--- config.mk ---
export PLATFORM = sky130hd
export DESIGN_NAME = uart_tx_fifo
export DESIGN_NICKNAME = d
export VERILOG_FILES = /design/src/rtl/uart_pkg.sv /design/src/rtl/sync_fifo.sv /design/src/rtl/uart_tx_fifo.sv
export SDC_FILE = /design/constraint.sdc
export NUM_CORES = 1
export LEC_CHECK = 0
export CAP_MARGIN = 10
export CELL_PAD_IN_SITES_DETAIL_PLACEMENT = 0
export CELL_PAD_IN_SITES_GLOBAL_PLACEMENT = 1
export CORE_MARGIN = 3
export CORE_UTILIZATION = 25
export DETAILED_ROUTE_END_ITERATION = 10
export PLACE_DENSITY = 0.58
export SETUP_SLACK_MARGIN = 0.1
export SLEW_MARGIN = 20
export SYNTH_ARGS = -nofsm -noshare
export SYNTH_HDL_FRONTEND = slang
export SYNTH_SLANG_ARGS = --single-unit
--- constraint.sdc ---
create_clock -name clk -period 3.11 [get_ports clk]
set_input_delay 0.622 -clock clk [delete_from_list [all_inputs] [get_ports clk]]
set_output_delay 0.622 -clock clk [all_outputs]
set_load 0.005 [all_outputs]
--- src/rtl/uart_pkg.sv ---
// Shared types and helpers for the parametrised UART transmitter.
//   state_t    : transmitter FSM states
//   PAR_*      : parity mode encodings for the PARITY parameter
//   parity_bit : parity of a data word (zero-padded to MAX_DATA_BITS)
package uart_pkg;

  typedef enum logic [2:0] {IDLE, START, DATA, PARITY, STOP} state_t;

  localparam int unsigned PAR_NONE = 0;
  localparam int unsigned PAR_EVEN = 1;
  localparam int unsigned PAR_ODD  = 2;

  localparam int unsigned MAX_DATA_BITS = 9;

  // Zero padding of narrow words does not change the XOR result.
  function automatic logic parity_bit(input logic [MAX_DATA_BITS-1:0] data,
                                      input int unsigned              mode);
    logic p;
    p = ^data;
    return (mode == PAR_ODD) ? ~p : p;
  endfunction

endpackage

--- src/rtl/sync_fifo.sv ---
// Synchronous FIFO with first-word-fall-through read port.
//   clk, rst   : clock, asynchronous active-high reset (flushes contents)
//   push       : write request; accepted only when not full
//   push_data  : word to write
//   pop        : read request; honoured only when not empty
//   pop_data   : current head word
//   full/empty : occupancy flags
//   count      : current occupancy, 0..DEPTH
module sync_fifo #(
  parameter int unsigned DEPTH = 4,
  parameter int unsigned WIDTH = 8
) (
  input  logic                     clk,
  input  logic                     rst,
  input  logic                     push,
  input  logic [WIDTH-1:0]         push_data,
  input  logic                     pop,
  output logic [WIDTH-1:0]         pop_data,
  output logic                     full,
  output logic                     empty,
  output logic [$clog2(DEPTH):0]   count
);

  localparam int unsigned AW = $clog2(DEPTH);

  logic [WIDTH-1:0] mem [DEPTH];
  logic [AW-1:0]    wr_ptr;
  logic [AW-1:0]    rd_ptr;
  logic [AW:0]      count_q;
  logic             push_ok;
  logic             pop_ok;

  // A full FIFO refuses a push even if a pop happens on the same edge.
  assign push_ok  = push && !full;
  assign pop_ok   = pop && !empty;
  assign full     = (count_q == (AW+1)'(DEPTH));
  assign empty    = (count_q == '0);
  assign count    = count_q;
  assign pop_data = mem[rd_ptr];

  always_ff @(posedge clk or posedge rst) begin
    if (rst) begin
      wr_ptr  <= '0;
      rd_ptr  <= '0;
      count_q <= '0;
    end else begin
      if (push_ok) wr_ptr <= wr_ptr + AW'(1);
      if (pop_ok)  rd_ptr <= rd_ptr + AW'(1);
      count_q <= count_q + (AW+1)'(push_ok) - (AW+1)'(pop_ok);
    end
  end

  always_ff @(posedge clk) begin
    if (push_ok) mem[wr_ptr] <= push_data;
  end

endmodule

--- src/rtl/uart_tx_fifo.sv ---
// Parametrised UART transmitter with input FIFO; frames leave back-to-back
// while words are queued.
//   clk, rst      : clock, asynchronous active-high reset (aborts frame, flushes FIFO)
//   div           : clocks per bit minus 1, latched when a frame starts
//   s_data/s_valid/s_ready : word input handshake, s_ready = FIFO not full
//   tx            : serial line, idle high, LSB first
//   busy          : frame in progress
//   tx_done_tick  : one-cycle pulse in the cycle after the last stop clock
//   fifo_count    : current FIFO occupancy
module uart_tx_fifo
  import uart_pkg::*;
#(
  parameter int unsigned DATA_BITS = 8,
  parameter int unsigned PARITY    = 0,
  parameter int unsigned STOP_BITS = 1,
  parameter int unsigned DEPTH     = 4,
  parameter int unsigned DIV_W     = 16
) (
  input  logic                    clk,
  input  logic                    rst,
  input  logic [DIV_W-1:0]        div,
  input  logic [DATA_BITS-1:0]    s_data,
  input  logic                    s_valid,
  output logic                    s_ready,
  output logic                    tx,
  output logic                    busy,
  output logic                    tx_done_tick,
  output logic [$clog2(DEPTH):0]  fifo_count
);

  state_t                 state_q, state_d;
  logic [DIV_W-1:0]       div_q;
  logic [DIV_W-1:0]       baud_q, baud_d;
  logic [3:0]             bit_q, bit_d;
  logic [DATA_BITS-1:0]   shift_q, shift_d;
  logic                   par_q, par_d;
  logic                   tx_q, tx_d;
  logic                   done_q, done_d;
  logic                   pop;
  logic                   bit_end;
  logic [DATA_BITS-1:0]   head;
  logic                   full;
  logic                   empty;
  logic [MAX_DATA_BITS-1:0] head_ext;

  sync_fifo #(
    .DEPTH (DEPTH),
    .WIDTH (DATA_BITS)
  ) u_fifo (
    .clk       (clk),
    .rst       (rst),
    .push      (s_valid),
    .push_data (s_data),
    .pop       (pop),
    .pop_data  (head),
    .full      (full),
    .empty     (empty),
    .count     (fifo_count)
  );

  assign s_ready      = !full;
  assign tx           = tx_q;
  assign busy         = (state_q != IDLE);
  assign tx_done_tick = done_q;
  assign bit_end      = (baud_q == div_q);

  always_comb begin
    head_ext = '0;
    head_ext[DATA_BITS-1:0] = head;
  end

  always_comb begin
    state_d = state_q;
    baud_d  = baud_q;
    bit_d   = bit_q;
    shift_d = shift_q;
    par_d   = par_q;
    done_d  = 1'b0;
    pop     = 1'b0;

    case (state_q)
      IDLE: begin
        if (!empty) begin
          state_d = START;
          pop     = 1'b1;
        end
      end
      START: begin
        if (bit_end) begin
          state_d = DATA;
          baud_d  = '0;
          bit_d   = '0;
        end else begin
          baud_d = baud_q + DIV_W'(1);
        end
      end
      DATA: begin
        if (bit_end) begin
          baud_d  = '0;
          shift_d = shift_q >> 1;
          if (bit_q == 4'(DATA_BITS - 1)) begin
            state_d = (PARITY != PAR_NONE) ? uart_pkg::PARITY : STOP;
            bit_d   = '0;
          end else begin
            bit_d = bit_q + 4'd1;
          end
        end else begin
          baud_d = baud_q + DIV_W'(1);
        end
      end
      uart_pkg::PARITY: begin
        if (bit_end) begin
          state_d = STOP;
          baud_d  = '0;
          bit_d   = '0;
        end else begin
          baud_d = baud_q + DIV_W'(1);
        end
      end
      STOP: begin
        if (bit_end) begin
          baud_d = '0;
          if (bit_q == 4'(STOP_BITS - 1)) begin
            done_d = 1'b1;
            bit_d  = '0;
            if (!empty) begin
              state_d = START;
              pop     = 1'b1;
            end else begin
              state_d = IDLE;
            end
          end else begin
            bit_d = bit_q + 4'd1;
          end
        end else begin
          baud_d = baud_q + DIV_W'(1);
        end
      end
      default: state_d = IDLE;
    endcase

    // Loading the head word also fixes its parity for the whole frame.
    if (pop) begin
      baud_d  = '0;
      shift_d = head;
      par_d   = parity_bit(head_ext, PARITY);
    end

    // tx is registered from the next state so the line changes on the
    // same edge as the state it belongs to.
    case (state_d)
      START:            tx_d = 1'b0;
      DATA:             tx_d = shift_d[0];
      uart_pkg::PARITY: tx_d = par_d;
      default:          tx_d = 1'b1;
    endcase
  end

  always_ff @(posedge clk or posedge rst) begin
    if (rst) begin
      state_q <= IDLE;
      div_q   <= '0;
      baud_q  <= '0;
      bit_q   <= '0;
      shift_q <= '0;
      par_q   <= 1'b0;
      tx_q    <= 1'b1;
      done_q  <= 1'b0;
    end else begin
      state_q <= state_d;
      baud_q  <= baud_d;
      bit_q   <= bit_d;
      shift_q <= shift_d;
      par_q   <= par_d;
      tx_q    <= tx_d;
      done_q  <= done_d;
      if (pop) div_q <= div;
    end
  end

endmodule
## After elaboration in Yosys (flattened, before gate mapping)

Memories as Yosys holds them, arrays and structs flattened.
Cells that the tools add are included.

- Memories kept: 1
- Bits in registers: 57
- Output and inout port bits: 7
- RAM bits: 32

Memories:

| name | words | width | read ports | clocked after memory_dff | wr ports | line | RTL |
|---|---|---|---|---|---|---|---|
| u_fifo.mem | 4 | 8 | 1 | 0 | 1 | sync_fifo.sv:26 | `logic [WIDTH-1:0] mem [DEPTH];` |

- Add/sub/neg operators: 6
- Equality and inequality tests: 13
- Multiplexer cells: 32
- Reductions and logical operators: 17

Operator list:

| operator | count |
|---|---|
| $mux W16 | 3 |
| $mux W8 | 3 |
| $mux W3 | 7 |
| $mux W4 | 5 |
| $add A16 B1 Y16 const B | 1 |
| $eq A16 B16 Y1 | 1 |
| $pmux W3 S5 | 1 |
| $eq A3 B2 Y1 const B | 4 |
| $pmux W4 S3 | 1 |
| $mux W1 | 10 |
| $reduce_xor A9 Y1 | 1 |
| $eq A3 B1 Y1 const B | 2 |
| $eq A3 B3 Y1 const B | 2 |
| $logic_not A3 Y1 | 2 |
| $reduce_bool A2 Y1 | 3 |
| $reduce_bool A3 Y1 | 2 |
| $add A2 B1 Y2 const B | 2 |
| $add A4 B1 Y4 const B | 1 |
| $eq A4 B3 Y1 const B | 1 |
| $logic_not A4 Y1 | 1 |
| $ne A2 B2 Y1 const B | 2 |
| $reduce_and A4 Y1 | 1 |
| $reduce_or A4 Y1 | 1 |
| $add A3 B1 Y3 | 1 |
| 8 further kinds | 10 |

## Depth between registers and ports, before layout

- Depth in word-level cells: 7
- Depth in mapped cells: 14
- Depth with buffers taken out: 12

## Modules after synthesis

From an unflattened synthesis, not the netlist that was laid out.

- Cell total of the unflattened synthesis: 351
- Area, all modules: 4340.4 sq um

By module, submodules not included:

| module | instances | seq. area each (sq um) | cells an instance | area an instance (sq um) |
|---|---|---|---|---|
| uart_tx_fifo | 1 | 1252.5 | 266 | 2707.6 |
| sync_fifo | 1 | 1136.1 | 85 | 1632.8 |

## Least setup slack after synthesis

No wires, ideal clock.

- Kind: register to register
- From: register baud_q[8]
- To: register u_fifo.count_q[2], in the netlist u_fifo.count[2]
- Data required time: 2.986 ns
- Arrival: 2.828 ns
- Buffers on the path: 2
- Cell stages (with the launch flop): 15
- Setup time: 0.124 ns
- Slack: 0.158 ns
- Cells stage by stage: dfrtp_1 -> buf_6 -> xor2_1 -> nor4_2 -> nand4_4 -> o21ai_4 -> nand2_4 -> clkinv_4 -> buf_8 -> ha_1 -> inv_1 -> ha_1 -> fa_1 -> xor2_1 -> xnor2_1

- Word-level cells in the longest chain between the ends: 5

RTL lines:

| item | line | RTL |
|---|---|---|
| start, declared | uart_tx_fifo.sv:33 | `logic [DIV_W-1:0] baud_q, baud_d;` |
| start signal, assigned | uart_tx_fifo.sv:171 | `baud_q <= baud_d;` |
| $eq A16 B16 Y1 | uart_tx_fifo.sv:65 | `assign bit_end = (baud_q == div_q);` |
| $mux W1 | uart_tx_fifo.sv:121 | `if (bit_end) begin` |
| $pmux W1 S2 | uart_tx_fifo.sv:81 | `case (state_q)` |
| $logic_and A1 B1 Y1 | sync_fifo.sv:35 | `assign pop_ok = pop && !empty;` |
| net u_fifo.pop_ok | sync_fifo.sv:31 | `logic pop_ok;` |
| $sub A3 B1 Y3 | sync_fifo.sv:49 | `count_q <= count_q + (AW+1)'(push_ok) - (AW+1)'(pop_ok);` |
| end signal, assigned | sync_fifo.sv:49 |  |
| end, declared | sync_fifo.sv:29 | `logic [AW:0] count_q;` |

The timed path passes the listed nets, and every way through them passes these cells.
A chain may end at the register's enable or synchronous reset.

## Worst setup path after layout

- From: register baud_q[8]
- To: register u_fifo.count_q[2], in the netlist u_fifo.count[2]

- Word-level cells in the longest chain between the ends: 5

RTL lines:

| item | line |
|---|---|
| $eq A16 B16 Y1 | uart_tx_fifo.sv:65 |
| $mux W1 | uart_tx_fifo.sv:121 |
| $pmux W1 S2 | uart_tx_fifo.sv:81 |
| $logic_and A1 B1 Y1 | sync_fifo.sv:35 |
| $sub A3 B1 Y3 | sync_fifo.sv:49 |

No other way between the ends.

==> out/results.txt <==
Run status: completed
Die extent in x: 139 um
Final setup slack of the worst path: 0.332 ns
DRT antenna net count: 0
Global-route wire length before repair: 16.6 mm
Post-synthesis cell area: 0.00443 mm^2
Dominant delay contributor by cell family on the critical path: simple AND/OR/NAND/NOR gates
Clock Latency Late Sink: 0.35 ns
Routed via count: 3000
Switching power share of the total: 0.275
PD cells: 594 mW/mm^2
TritonCTS clock tree: built
Synthesized instance count: 370
Yosys warning total: 0
Min Clock Period, post-route: 2.78 ns
Leading post-synthesis cells by cell area: sky130_fd_sc_hd__dfrtp_1 (32%), sky130_fd_sc_hd__edfxtp_1 (22%), sky130_fd_sc_hd__mux2_2 (4.1%)
P_leak: 2.09 nW
Pin count of the biggest net entering global routing: 34
Slowest CP cell: sky130_fd_sc_hd__dfrtp_1
Flip-flop and latch count after synthesis: 89
Wire length on met2: 4.99 mm
Number of placement rows: 48
Maximum clock insertion buffer count: 2
Crit path max fanout: 10
Register area share after synthesis: 0.539
Wirelength per Cell: 15.6 um
Tightest slew margin relative to the limit: 0.580
Critical register-to-register path startpoint: baud_q[8]
Area leader, netlist: sky130_fd_sc_hd__dfrtp_1
Clock buffer count from CTS: 9
Classification of the worst setup path: reg2reg
# fillers: 1763
Synthesized netlist net count: 407
Number of hold-repair buffers added at the cts stage: 0
Depth of the most critical reg-to-reg path: 12
Gates resized, CTS repair: 0
Buffer and inverter count on the worst path: 2
Post-layout total power: 3.20 mW
Die H: 139 um
Core area: 0.0174 mm^2
R2r setup slk: 0.33 ns
Iter 0 DRT Violations: 142
Vias in the first global route: 3124
Fraction of post-synthesis cell area in the top cell type by area: 0.316
Critical Path Start Type: register
Final hold vios: 0
Aggregate global routing overflow: 0
First-pass detailed-route iteration total: 4
Placer Congestion: 0.739
Initial core utilization: 0.255
Total wire length after detailed routing: 9.99 mm
Combinational cell fraction of total power: 0.179
Routed wl met3: 362 um
Final setup vio count: 0
Non-Filler Cell Area, Final: 0.00538 mm^2
Final period utilization: 0.893
Internal power contribution: 2.32 mW
EDFF count, synth: 32
Layout Utilization: 0.310
Worst min-delay path class: reg2reg
Minimum setup slack after placement: 0.325 ns
Area overhead of the layout relative to synthesis: 21.3%
Number of distinct library cell variants in the gate-level netlist after synthesis: 55
FF-to-FF End: u_fifo.count[2]
Async SR Flop Fraction: 0.640
# IOs: 34
Die outline area: 0.0194 mm^2
WP depth: 12
Met1 layer wirelength in the final routing: 4.50 mm
Skew final: 0.0107 ns
Cells along the critical path: xor2_1 > nor4_2 > nand4_4 > o21ai_4 > nand2_4 > clkinv_4 > ha_1 > inv_1 > ha_1 > fa_1 > xor2_1 > xnor2_1
VDD IR max: 405 uV
Number of antenna diodes: 0
Mean Syn Cell Area: 12.0 um^2
Most repeated cell in the gate-level netlist after synthesis: sky130_fd_sc_hd__dfrtp_1
Element type at the critical path end: register
DRC violations left: 0
Setup repair after global routing missed its margin: no
Number of nets in the layout: 449
Port Buffers: 33
Critical Path Source: baud_q[8]
Net Sw Power: 879 uW
Sinks on Clock Net: 89
Proportion of layout cells with a drive suffix above 1: 0.175
CP Data Arrival Time: 3.02 ns
Overall fraction of global-route tracks in use: 0.108
Placed wire-length estimate: 7.22 mm
Maximum operating frequency: 360 MHz
Clock Tree Root: sky130_fd_sc_hd__clkbuf_16
Transition time of the tightest slew-check pin: 0.630 ns
Dpl cell area: 0.00508 mm^2
End point of the critical path: u_fifo.count[2]
Total Neg Setup Slack: 0 ns
Maximum cell stage delay along the critical path: 0.47 ns
CTS H-tree lvls: 3
Number of buffers inserted by post-CTS setup repair: 0
Fraction of power consumed by sequential logic: 0.475
WP data required: 3.35 ns
Number of antenna violations at the first check in global routing: 0
Top sig layer: met4
Most used flip-flop cell after synthesis: sky130_fd_sc_hd__dfrtp_1
Clock-pin transition on the worst setup and hold timing paths: 0.07 ns
Share of power burned in the clock network: 0.345
Vias per std cell: 4.67
Max Slew Vio Count: 0
Number of maximum-capacitance violations: 0
Leading post-synthesis cells by instance count: sky130_fd_sc_hd__dfrtp_1 (56), sky130_fd_sc_hd__edfxtp_1 (32), sky130_fd_sc_hd__o21ai_0 (26)
[power groups by stage]
stage	Combinational (mW)	Sequential (mW)	Clock (mW)
2_1_floorplan	0.398	1.50	0
3_3_place_gp	0.579	1.54	0
3_5_place_dp	0.589	1.54	0
4_1_cts	0.593	1.52	1.14
5_1_grt	0.649	1.54	1.19
6_report	0.573	1.52	1.10
[layout make-up]
type / count / area (um^2) / area share
Timing Repair Buffer: 46 / 440 / 0.0819
Multi-Input combinational cell: 249 / 1900 / 0.353
Sequential cell: 89 / 2390 / 0.444
Inverter: 17 / 68.8 / 0.0128
Tap cell: 225 / 282 / 0.0523
Clock buffer: 9 / 225 / 0.0419
Clock inverter: 7 / 76.3 / 0.0142
[state kept, by name, summed over array words and instances (netlist names)]
register and cells:
baud_q 16, bit_q 4, div_q 16, par_q 1, shift_q 8, state_q 3
tx 1, tx_done_tick 1, u_fifo.count 3, u_fifo.mem 32, u_fifo.rd_ptr 2, u_fifo.wr_ptr 2
[cells by family (layout without fill, tap and decap cells)]
group           after synthesis  count (layout)  synth area share
xor+xnor                     29              29            0.0573
fa+ha+maj                    10              10            0.0299
mux                          30              30            0.0959
simple gates                111             111             0.146
buf+inv                      32              79            0.0330
flops                        89              89             0.539
compound gates               69              69            0.0996
[through the flow]
stage | hold WS, ns | cells
finish | 0.503 | 642
global route | 0.548 | 642
CTS | 0.510 | 642
detailed placement | 0.496 | 626
global placement | 0.495 | 626
floorplan | 0.471 | 370
[routing by layer]
| metal | track usage | vias up |
|---|---|---|
| li1 | - | 1441 |
| met1 | 0.137 | 1498 |
| met2 | 0.180 | 48 |
| met3 | 0.0290 | 13 |
| met4 | 0.0355 | 0 |
| met5 | 0 | - |
[worst min path at each step]
stage,from,end,slack [ns],depth (start not counted)
3_5_place_dp,shift_q[6],shift_q[6],0.50,1
3_3_place_gp,shift_q[5],shift_q[5],0.50,1
2_1_floorplan,shift_q[5],shift_q[5],0.47,1
6_report,shift_q[5],shift_q[5],0.50,1
4_1_cts,shift_q[6],shift_q[6],0.51,1
5_1_grt,shift_q[4],shift_q[4],0.55,1
[cell usage in the layout (no fill, tap or decap), types with 2 or more instances in the layout]
cell type,n
sky130_fd_sc_hd__edfxtp_1,32
sky130_fd_sc_hd__a32oi_1,2
sky130_fd_sc_hd__mux4_2,8
sky130_fd_sc_hd__mux2_2,16
sky130_fd_sc_hd__nand2b_1,5
sky130_fd_sc_hd__clkdlybuf4s50_1,33
sky130_fd_sc_hd__a221o_1,3
sky130_fd_sc_hd__o22ai_1,3
sky130_fd_sc_hd__nand3_1,21
sky130_fd_sc_hd__nor4_2,4
sky130_fd_sc_hd__or2_2,4
sky130_fd_sc_hd__or3_1,5
sky130_fd_sc_hd__a21oi_1,14
sky130_fd_sc_hd__nor3_1,10
sky130_fd_sc_hd__nand2_1,14
sky130_fd_sc_hd__inv_1,15
sky130_fd_sc_hd__or3b_2,3
sky130_fd_sc_hd__o211ai_1,6
sky130_fd_sc_hd__xor2_1,18
sky130_fd_sc_hd__xnor2_1,11
sky130_fd_sc_hd__clkinvlp_2,2
sky130_fd_sc_hd__clkbuf_16,9
sky130_fd_sc_hd__a31oi_1,2
sky130_fd_sc_hd__and3_1,10
sky130_fd_sc_hd__mux2i_1,5
sky130_fd_sc_hd__dfrtp_1,56
sky130_fd_sc_hd__inv_6,2
sky130_fd_sc_hd__a22o_1,2
sky130_fd_sc_hd__o21bai_1,2
sky130_fd_sc_hd__nor4b_1,2
sky130_fd_sc_hd__ha_1,9
sky130_fd_sc_hd__nand4_1,3
sky130_fd_sc_hd__nor2_1,20
sky130_fd_sc_hd__buf_4,12
sky130_fd_sc_hd__o21ai_0,26
sky130_fd_sc_hd__a21o_1,3
[worst reg2reg max path, delay by kind of cell, from the launching register on]
family                     cells  cell delay, ns
buffers and inverters          2            0.12
xor gates and xnor gates       3            0.46
and+or+nand+nor                3            0.75
DFF                            1            0.47
adders and majority gates      3            0.67
AOI/OAI and AO/OA              1            0.20
Power figures use the tool's default switching activity.
==> RTL change 1 (same settings) <==
`PARITY`: 0 -> 1.
--- a/src/rtl/uart_tx_fifo.sv
+++ b/src/rtl/uart_tx_fifo.sv
@@ -11,7 +11,7 @@
   import uart_pkg::*;
 #(
   parameter int unsigned DATA_BITS = 8,
-  parameter int unsigned PARITY    = 0,
+  parameter int unsigned PARITY    = 1,
   parameter int unsigned STOP_BITS = 1,
   parameter int unsigned DEPTH     = 4,
   parameter int unsigned DIV_W     = 16
Behaviour: same outputs for any inputs over 10 cycles, from zero or initial values and one cycle with rst high; that may be too few to reach the edited logic, so the function may still have changed.
==> RTL change 1 against the original RTL <==
Synthesized area hardly changed; via count up 3.5%; clock skew down 0.00097 ns; final area down 0.37%; critical path depth fell by 8; total power is 0.31% lower; first-iteration DRC count increased by 46%; die area about the same; setup slack improved by 0.12 ns; wire length increased by 1.0%; count of clock-buffer cells in the layout did not move; sequential cell count unchanged.
==> RTL change 1: results (changes against the original RTL) <==
Final layout
  • Nets: 477 (+6.2%)
  • Layout cell share with drive strength beyond 1: 0.128 (-0.0470)
  • Final Instance Count excl. Fillers: 670 (+4.4%)

Detailed routing
  • Routed WL per cell: 15.1 microns (-3.2%)
  • Pre-antenna DRT Iters: 5 (+1)
  • Vias per std cell: 4.63 (-0.83%)
  • 1st-iter DRT viols: 208 (+46%)

Worst setup path
  • Worst path slowest cell: clkdlybuf4s50_1
  • CP max FO: 8 (-2)
  • Worst R2R Setup Slack: 0.45 ns (+0.12 ns)
  • Crit-path max cell delay: 0.49 ns (+0.02 ns)
  • Critical Path Source: state_q[0]$_DFF_PP0_
  • R2R depth: 11 (-1)
  • CP delay by family, top: buffers and inverters
  • Worst setup path endpoint: busy
  • CP arrival: 2.04 ns (-0.98 ns)

Pwr
  • Max VDD drop: 0.378 mV (-6.5%)
  • Internal: 2.25 mW (-2.7%)
  • Seq pwr share: 0.479 (+0.004)
  • Pleak: 2.17 nW (+4.0%)

Timing
  • Worst-margin pin slew: 0.599 ns (-0.0306 ns)
  • Hold slack: 0.483 ns (-0.0199 ns)
  • Clk_skew: 0.00976 ns (-0.000970 ns)

Yosys
  • Top post-synthesis cells by area: dfrtp_1 (32%), edfxtp_1 (22%), nand2_1 (6.3%)
  • Synth cell types: 65 (+18%)
  • Register area share after synthesis: 0.539 (about the same)
  • Top cells by instance count after synthesis: nand2_1 (75), dfrtp_1 (56), edfxtp_1 (32)
  • Mean Syn Cell Area: 11.0 sq um (-8.4%)

Placed design
  • Cell Area, Placed: 5060 sq um (-0.44%)
  • Dpl cells: 654 (+4.5%)
  • Dpl ws: 0.444 ns (+0.119 ns)
  • GP Congestion: 0.811 (+9.8%)
  • DP Wirelength: 7190 microns (-0.38%)

Global routing
  • Met1 Resource Use GR: 0.156 (+0.0192)
  • Pin count of the biggest net entering global routing: 58 (+71%)
  • Total track usage: 0.109 (+0.00123)
  • Met2 Resource Use GR: 0.162 (-0.0179)
  • Number of global-route vias before repair: 3,140 (+0.51%)
  • Grt met3 use: 0.0252 (-0.00379)

Min path
  • Hold_sp: shift_q[2]$_DFFE_PP0P_
  • Hold Path Sink: shift_q[2]$_DFFE_PP0P_

Outcome
  • Status: finished clean
RTL change 1: per-layer routing:
metal	vias up	share of wire	wire [microns]
li1	1519	-	-
met4	0	0.016	161
met3	11	0.050	504
met5	-	0	0
met2	75	0.44	4480
met1	1500	0.49	4950
RTL change 1: cell type report:
type                       count  area [sq um]
clock buffer                   9           225
clock inverter                 7          78.8
fill                        1733         12000
inverter                      18          67.6
multi-input combinational    277          1890
sequential                    89          2390
tap                          225           282
timing repair buffer          45           433
RTL change 1: cells by family (layout without fill, tap and decap cells):
| group | count (synthesis) | after routing | share of synthesized area |
|---|---|---|---|
| multiplexers | 12 | 12 | 0.0496 |
| AND/OR/NAND/NOR | 151 | 151 | 0.171 |
| XOR/XNOR | 29 | 29 | 0.0573 |
| adder cells (fa/ha/maj) | 11 | 11 | 0.0322 |
| AO/OA/AOI/OAI | 74 | 74 | 0.115 |
| flip-flops | 89 | 89 | 0.539 |
| buffers and inverters | 38 | 79 | 0.0364 |
==> RTL change 2 (config.mk and constraints unchanged) <==
Made on the original files. The output `tx` loses its register stage (`tx_q` becomes a continuous assignment).
--- a/src/rtl/uart_tx_fifo.sv
+++ b/src/rtl/uart_tx_fifo.sv
@@ -164,7 +164,6 @@
       bit_q   <= '0;
       shift_q <= '0;
       par_q   <= 1'b0;
-      tx_q    <= 1'b1;
       done_q  <= 1'b0;
     end else begin
       state_q <= state_d;
@@ -172,10 +171,11 @@
       bit_q   <= bit_d;
       shift_q <= shift_d;
       par_q   <= par_d;
-      tx_q    <= tx_d;
       done_q  <= done_d;
       if (pop) div_q <= div;
     end
   end
 
+  assign tx_q = tx_d;
+
 endmodule
Formal check against the unedited RTL: not equivalent (Yosys sat finds a counterexample within 4 cycles, from zero or initial values and one cycle with rst high).
==> RTL change 2 against the original RTL <==
Wire length fell by 0.51%; count of clock-buffer cells in the layout up 1; sequential cell count fell by 1; register-to-register slack better by 0.02 ns; synthesized area fell by 2.8%; synthesized cell count increased by 9.5%; first-iteration DRC count grew 30%; setup slack got worse by 0.096 ns; clock skew is 0.0039 ns lower; final area decreased by 1.8%.
Power is not compared: it rests on default switching activity, and its combinational part moved more than twofold at a synthesized area within 25%.
==> RTL change 2: results (changes against the original RTL) <==
Final layout
  • Nets: 491 (+9.4%)
  • Area of the multi-input gates: 1800 sq um (-5.2%)
  • Layout cell share with drive strength beyond 1: 0.129 (-0.0465)
  • FILL cells: 1,744 (-1.1%)
  • Plain + repair buffers: 54 (+17%)
  • Inverters: 20 (+3)
  • Seq/total area: 0.448 (+0.00370)
  • ClkCell Share: 0.0514 (-0.00465)
  • Signal buf overhead: 0.0938 (+0.0119)
  • Multi-input logic cell count: 281 (+13%)
  • Clock buffers: 10 (+1)
  • Fin util: 0.316 (+0.00633)

Detailed routing
  • 1st-iter DRT viols: 185 (+30%)
  • Via count: 3,106 (+3.5%)
  • Vias per std cell: 4.57 (-2.1%)

Yosys
  • Top cells by instance count after synthesis: nand2_1 (86), dfrtp_1 (56), edfxtp_1 (32)
  • Register area share after synthesis: 0.548 (+0.00970)
  • Asr flop ratio synth: 0.636 (-0.00409)
  • Post-synthesis cell count: 405 (+9.5%)
  • Top post-synthesis cells by area: dfrtp_1 (33%), edfxtp_1 (22%), nand2_1 (7.5%)
  • Synth cell types: 51 (-7.3%)
  • FF+latch count, synth: 88 (-1.1%)
  • Synth Cell Area: 4310 sq um (-2.8%)

Worst setup path
  • RR Startpoint: baud_q[3]$_DFFE_PP0P_
  • Critical path class: register to primary output
  • Crit-path max cell delay: 0.43 ns (-0.04 ns)
  • R2R depth: 14 (+2)
  • Worst setup path endpoint: tx
  • Worst R2R Setup Slack: 0.35 ns (+0.02 ns)
  • CP arrival: 2.25 ns (-0.77 ns)
  • CP max FO: 5 (-5)

Clock network
  • Setup repair bufs after CTS: 2 (+2)
  • Post-CTS sizing: 9 (+9)

Timing
  • Peak Freq: 0.348 GHz (-3.3%)
  • Worst-margin pin slew: 0.917 ns (+0.287 ns)
  • Clk_skew: 0.00685 ns (-0.00388 ns)
  • Hold slack: 0.490 ns (-0.0123 ns)

Min path
  • Hold Path Sink: par_q$_DFF_PP0_
  • Worst hold stages: 2 (+1)
  • Hold_sp: par_q$_DFF_PP0_

Global routing
  • Pin count of the biggest net entering global routing: 33 (-2.9%)
  • Number of global-route vias before repair: 3,248 (+4.0%)
  • First-pass GRT wire length: 16,700 microns (+0.58%)
  • Total track usage: 0.116 (+0.00830)

Placed design
  • GP Congestion: 0.778 (+5.3%)
  • Cell Area, Placed: 4990 sq um (-1.8%)
  • Dpl ws: 0.149 ns (-0.177 ns)
  • Dpl cells: 661 (+5.6%)
  • DP Wirelength: 7060 microns (-2.1%)

Outcome
  • Status: finished clean
[RTL change 2: changes by cell type after synthesis, moves of 7 or more]
| cell | change |
|---|---|
| xor2_1 | -16 |
| mux2_2 | -16 |
| nand2_1 | +72 |
| nand3_1 | -16 |
| nor3_1 | -7 |
| xnor2_1 | +19 |
| nor2_1 | +11 |
| a21oi_1 | -11 |
[RTL change 2: layer usage]
metal  vias to the layer above  routed length (microns)  track usage
li1                       1514                        -            -
met1                      1523                     4350        0.142
met2                        58                     5050        0.195
met3                        11                      360       0.0318
met4                         0                      169       0.0449
met5                         -                        0            0
[RTL change 2: cells by family (layout without fill, tap and decap cells)]
logic type	count (synthesis)	count (layout)	share of synthesized area
simple gates	163	163	0.172
fa+ha+maj	10	10	0.0308
mux	9	9	0.0441
compound gates	67	67	0.104
buf+inv	36	90	0.0360
xor+xnor	32	32	0.0651
flops	88	88	0.548
